[config.mk]
export PLATFORM = sky130hd
export DESIGN_NAME = inst_buffer_flat
export DESIGN_NICKNAME = d
export VERILOG_FILES = /design/src/rtl/inst_buffer_if.sv /design/src/rtl/inst_buffer.sv /design/src/flat_wrapper.sv
export SDC_FILE = /design/constraint.sdc
export NUM_CORES = 2
export LEC_CHECK = 0
export ABC_CLOCK_PERIOD_IN_PS = 6420
export BUFFER_PORTS_ARGS = -buffer_cell sky130_fd_sc_hd__buf_2
export CORE_UTILIZATION = 45
export CTS_CLUSTER_DIAMETER = 100
export DETAILED_ROUTE_END_ITERATION = 6
export SETUP_SLACK_MARGIN = 0.1
export SYNTH_ARGS = -nofsm -noshare
export SYNTH_HDL_FRONTEND = slang
export SYNTH_SLANG_ARGS = --single-unit
[constraint.sdc]
create_clock -name clk -period 6.42 [get_ports clk]
set_input_delay 0.963 -clock clk [delete_from_list [all_inputs] [get_ports clk]]
set_output_delay 0.963 -clock clk [all_outputs]
set_load 0.05 [all_outputs]
[src/rtl/inst_buffer_if.sv]
// Fetch-to-decode instruction buffer interface: upstream fetch group in,
// decode issue group out. Slot 0 is always the oldest instruction.
`ifndef ICACHE_BANK
`define ICACHE_BANK 4
`endif
`ifndef FETCH_WIDTH
`define FETCH_WIDTH 4
`endif

interface inst_buffer_if #(
    parameter int IN_W  = `ICACHE_BANK,
    parameter int OUT_W = `FETCH_WIDTH
);
    localparam int NW = (IN_W > 1) ? $clog2(IN_W) : 1;

    logic [IN_W-1:0]        in_en;
    logic [NW-1:0]          in_num;
    logic [IN_W-1:0][31:0]  in_inst;
    logic                   full;
    logic                   dec_stall;
    logic                   flush;
    logic [OUT_W-1:0]       out_en;
    logic [OUT_W-1:0][31:0] out_inst;

    modport master (
        output in_en, in_num, in_inst, dec_stall, flush,
        input  full, out_en, out_inst
    );

    modport slave (
        input  in_en, in_num, in_inst, dec_stall, flush,
        output full, out_en, out_inst
    );
endinterface

[src/rtl/inst_buffer.sv]
// Circular instruction buffer between fetch and decode.
// Optional IBUFFER_BYPASS_EN forwards an incoming group straight to decode when empty.
`ifndef ICACHE_BANK
`define ICACHE_BANK 4
`endif
`ifndef FETCH_WIDTH
`define FETCH_WIDTH 4
`endif

module inst_buffer #(
    parameter int DEPTH = 16,
    parameter int IN_W  = `ICACHE_BANK,
    parameter int OUT_W = `FETCH_WIDTH
) (
    input logic          clk,
    input logic          rst,
    inst_buffer_if.slave ib
);
    localparam int AW = $clog2(DEPTH);
    localparam int CW = AW + 1;

    typedef logic [AW-1:0] ptr_t;
    typedef logic [CW-1:0] cnt_t;

    logic [31:0] mem_q [DEPTH];
    ptr_t        head_q, head_d;
    ptr_t        tail_q, tail_d;
    cnt_t        count_q, count_d;
    cnt_t        free_w, avail_n, enq_n, deq_n, skip_n;
    logic        full_w, enq_w;
    logic        unused_en_w;

    function automatic cnt_t min_cnt(input cnt_t a, input cnt_t b);
        return (a < b) ? a : b;
    endfunction

    // Group size is carried by in_num; upper in_en bits are redundant with it.
    assign unused_en_w = ^ib.in_en[IN_W-1:1];

    assign free_w  = cnt_t'(DEPTH) - count_q;
    assign full_w  = free_w < cnt_t'(IN_W);
    assign ib.full = full_w;
    assign enq_w   = ib.in_en[0] && !full_w && !ib.flush;
    assign enq_n   = enq_w ? cnt_t'(ib.in_num) + cnt_t'(1) : '0;
    assign avail_n = min_cnt(count_q, cnt_t'(OUT_W));

    always_comb begin
        skip_n      = '0;
        deq_n       = (ib.dec_stall || ib.flush) ? '0 : avail_n;
        ib.out_en   = '0;
        ib.out_inst = '0;
        for (int i = 0; i < OUT_W; i++) begin
            ib.out_en[i]   = cnt_t'(i) < avail_n;
            ib.out_inst[i] = mem_q[head_q + ptr_t'(i)];
        end
`ifdef IBUFFER_BYPASS_EN
        // Empty buffer: the oldest incoming slots go to decode now, only the rest is stored.
        if (count_q == '0 && !ib.dec_stall && !ib.flush && ib.in_en[0]) begin
            skip_n = min_cnt(enq_n, cnt_t'(OUT_W));
            for (int i = 0; i < OUT_W; i++) begin
                ib.out_en[i]   = cnt_t'(i) < skip_n;
                ib.out_inst[i] = ib.in_inst[i % IN_W];
            end
        end
`endif
        if (ib.flush) begin
            head_d  = '0;
            tail_d  = '0;
            count_d = '0;
        end else begin
            head_d  = head_q + ptr_t'(deq_n);
            tail_d  = tail_q + ptr_t'(enq_n - skip_n);
            count_d = count_q + enq_n - skip_n - deq_n;
        end
    end

    always_ff @(posedge clk or posedge rst) begin
        if (rst) begin
            head_q  <= '0;
            tail_q  <= '0;
            count_q <= '0;
        end else begin
            head_q  <= head_d;
            tail_q  <= tail_d;
            count_q <= count_d;
        end
    end

    // Storage is not reset; occupancy alone decides what is valid.
    always_ff @(posedge clk) begin
        if (enq_w) begin
            for (int k = 0; k < IN_W; k++) begin
                if (cnt_t'(k) >= skip_n && k <= int'(ib.in_num)) begin
                    mem_q[tail_q + ptr_t'(k) - ptr_t'(skip_n)] <= ib.in_inst[k];
                end
            end
        end
    end
endmodule

[src/flat_wrapper.sv]
// flat-port wrapper written by rule: the top's interface ports become plain ports
module inst_buffer_flat 
#(
    parameter int DEPTH = 16,
    parameter int IN_W  = `ICACHE_BANK,
    parameter int OUT_W = `FETCH_WIDTH
)
  (clk, rst, ib_in_en, ib_in_num, ib_in_inst, ib_dec_stall, ib_flush, ib_full, ib_out_en, ib_out_inst);
  inst_buffer_if #(.IN_W(IN_W), .OUT_W(OUT_W)) ib_i ();
  input logic clk;
  input logic rst;
  input wire logic [$bits(ib_i.in_en)-1:0] ib_in_en;
  input wire logic [$bits(ib_i.in_num)-1:0] ib_in_num;
  input wire logic [$bits(ib_i.in_inst)-1:0] ib_in_inst;
  input wire logic [$bits(ib_i.dec_stall)-1:0] ib_dec_stall;
  input wire logic [$bits(ib_i.flush)-1:0] ib_flush;
  output wire logic [$bits(ib_i.full)-1:0] ib_full;
  output wire logic [$bits(ib_i.out_en)-1:0] ib_out_en;
  output wire logic [$bits(ib_i.out_inst)-1:0] ib_out_inst;
  assign ib_i.in_en = ib_in_en;
  assign ib_i.in_num = ib_in_num;
  assign ib_i.in_inst = ib_in_inst;
  assign ib_i.dec_stall = ib_dec_stall;
  assign ib_i.flush = ib_flush;
  assign ib_full = ib_i.full;
  assign ib_out_en = ib_i.out_en;
  assign ib_out_inst = ib_i.out_inst;
  inst_buffer #(.DEPTH(DEPTH), .IN_W(IN_W), .OUT_W(OUT_W)) u_core (.clk(clk), .rst(rst), .ib(ib_i));
endmodule
==> results by group <==
Setup path
  – Worst EP arrival: around 4.3 ns
  – Worst Setup SP: u_core.head_q[2]$_DFF_PP0_
  – Worst Path Buf+Inv: 2
  – Critical path's slowest cell: dfrtp_4
  – Reg2Reg Launch Point: u_core.count_q[4]$_DFF_PP0_
  – Crit-path max cell delay: around 0.94 ns
  – WP data required: 5.46 ns
  – Cell family with most CP delay: flip-flops
  – Crit Path Class: register to output pin
  – Worst setup EP type: output pin
  – Crit-path cells: ha_1 > xor2_4 > buf_4 > mux4_2 > buf_2
  – CP Max Fanout: 21
  – CP Launch Type: register

STA
  – Fmax: around 190 MHz
  – TNS Setup: 0 ns
  – Setup WS post-layout: roughly 1.2 ns
  – Slew @ Worst Pin: 1.36 ns
  – Final worst path period share: 81.2%
  – Relative slew slack: ~9.2%
  – Final slew viol count: 0
  – Final setup fails: 0
  – Fin crit period: around 5.2 ns
  – Final hold violation count: 0
  – RSZ-0062 raised after global routing: no
  – Clock Skew: between 0.02 and 0.025 ns

Clocking
  – Root buffer cell: clkbuf_16
  – CTS clk-pin slew, worst paths: roughly 0.060 ns
  – Clock Sinks: around 530
  – Num CTS Buffers: between 60 and 70
  – Post-CTS Setup Inserts: 0
  – TritonCTS clock tree: yes
  – Post-CTS resize count: 0
  – Clock Tree Buf Depth: 3
  – # H-tree levels: 2
  – Clk Latency, worst-skew pair: ~0.7 ns
  – Hold buffer count at CTS: 0

Cells and area
  – Share of cells above drive strength 1: between 30 and 40%
  – Layout Utilization: 49.3%
  – Layout overhead on the synthesized area: 8.30%
  – Layout net count: 4567
  – Fillers: about 10000

Power and ir drop
  – VDD IR max: 0.270 mV
  – Leakage: between 0.015 and 0.02 uW
  – Power density over cell area: roughly 230 nW/um^2

Floorplan
  – Die Y: approximately 340 um
  – Die area: roughly 110000 um^2
  – Initial Util: 45.5%
  – IO Count: ~270
  – Die X: roughly 340 um
  – Core region area: 111000 um^2
  – Core Rows: approximately 120

Synth
  – Most frequent cell after synthesis: mux4_2
  – Sequential fraction of the synthesis area: a little over 30%
  – Number of synthesized flops with an enable pin: between 500 and 600
  – Asr flop ratio synth: under 10%
  – Synthesized area per cell: around 11 um^2
  – Complex-gate fraction of the synthesized area: 16.3%
  – Post-synth top area cell: edfxtp_1
  – Post-synthesis mux area share: a little under two fifths
  – Top cells by area, synth: edfxtp_1 30%, mux4_2 29%, mux2i_1 6.9%
  – Synth cell types: slightly above 80
  – Post-Synth Simple-Gate Area: under 10%
  – Mapped Cells: 4571
  – Syn Nets: around 4700
  – Xor/xnor share of the synthesized area: less than 1%
  – Synth top area share: approximately 30%
  – Synth top cells by count: 640 x mux4_2, 512 x edfxtp_1, 491 x nand2_1
  – Largest family of logic cells by synthesized area: multiplexers
  – YS warnings: 0
  – Post-synthesis adder-cell area fraction: less than 1%
  – Yosys reg bits: approximately 530
  – Main synth FF type: edfxtp_1
  – Cell Area, Synth: 50500 um^2

Global route
  – First-pass GRT wire length: roughly 320000 um
  – All-layer global routing usage: 39.9%
  – Initial antenna violation count: 22
  – Overflow left after global routing: 0
  – Largest net degree at the start of global routing: 148
  – Vias in the first global route: 43600

Flow run
  – Max-Cap Viols: 0

Drt
  – WL per Instance: a little under 40 um
  – Post-route DRC: 5
  – Routed wire length: about 230000 um
  – Drt via density: about 7.9
  – Initial drt markers: 8539
  – ANT nets after route: 0
  – Via count of the routed design: ~47000
  – Drt first pass iters: 7

Hold path
  – Hold crit path type: input pin to asynchronous set/reset pin

Placement
  – Dpl ws: roughly 1.5 ns
  – Routability cong.: between 0.9 and 1
  – Port buffer count: 267
  – Final HPWL DP: 142000 um

Run status
  – Violated checks: DRC
  – Run status: complete, but fails checks
[cell usage in the layout (no fill, tap or decap), types with 92 or more instances in the layout]
cell and n:
buf_4 150, o21ai_0 192, nand2_1 485, buf_2 267, mux4_2 640, mux2i_1 347, a211oi_1 92, edfxtp_1 512
nor2_1 193, a31oi_1 98, a21oi_1 320, nor3_1 107, o31ai_1 151
[layer usage]
metal | GRT usage [%] | part of all wire (%)
met5 | 0 | 0.047
met4 | 24.8 | 7.5
met3 | 13.6 | 16
met2 | 57.2 | 42
met1 | 51.8 | 34
[cells by family after synthesis]
logic type,Yosys count
AOI/OAI and AO/OA,1263
xor gates and xnor gates,19
adders and majority gates,26
buffers and inverters,718
DFF,525
muxes,1051
and+or+nand+nor,969
[worst paths after layout]
check	endpoint	slack, ns	depth (start not counted)
hold reg to reg	u_core.tail_q[3]$_DFF_PP0_	0.88	3
setup reg to reg	u_core.mem_q[15][2]$_DFFE_PP_	1.51	8
setup / recovery	ib_out_inst[86]	1.21	5
max in group asynchronous	u_core.head_q[1]$_DFF_PP0_	5.49	2
hold / removal	u_core.count_q[4]$_DFF_PP0_	0.40	2
min in group clk	u_core.count_q[3]$_DFF_PP0_	0.76	2
[per-stage QoR]
step	power, uW	hold WS, ns	area, um^2	std cells
global placement	8780	0.845	52700	5828
global route	12800	0.433	54700	5952
floorplan	7460	0.628	50500	4571
detailed placement	8830	0.864	52700	5828
CTS	12400	0.388	54700	5943
finish	12600	0.396	54700	5958
[final cells by class]
class / instances / area [um^2] / share of cell area, %
multi-input cells: 3328 / 32200 / 58.8
repair buffers: 431 / 2740 / 5.01
well taps: 1488 / 1860 / 3.40
clock buffers: 75 / 1620 / 2.96
inverters: 56 / 213 / 0.389
flip-flops and latches: 525 / 15700 / 28.7
clock inverters: 40 / 368 / 0.672
diodes: 15 / 37.5 / 0.0686
[sequential cells by signal (all words and copies together) (netlist names)]
signal,cells
u_core.count_q,5
u_core.mem_q,512
u_core.tail_q,4
u_core.head_q,4
[worst register-to-register path, cell delays in order (launching register included)]
cell     delay (ns)
dfrtp_1        0.77
inv_1          0.24
a22oi_4        0.36
buf_4          0.65
buf_4          0.96
buf_4          1.00
a21oi_1        0.20
mux2_2         0.31
o31ai_1        0.26
[power by group]
group          total, uW  internal (uW)  switching [uW]
logic               4780           1500            3280
registers           4110           3930             178
clock network       3670           2030            1640
total              12600           7460            5100
(Power assumes the default switching activity.)
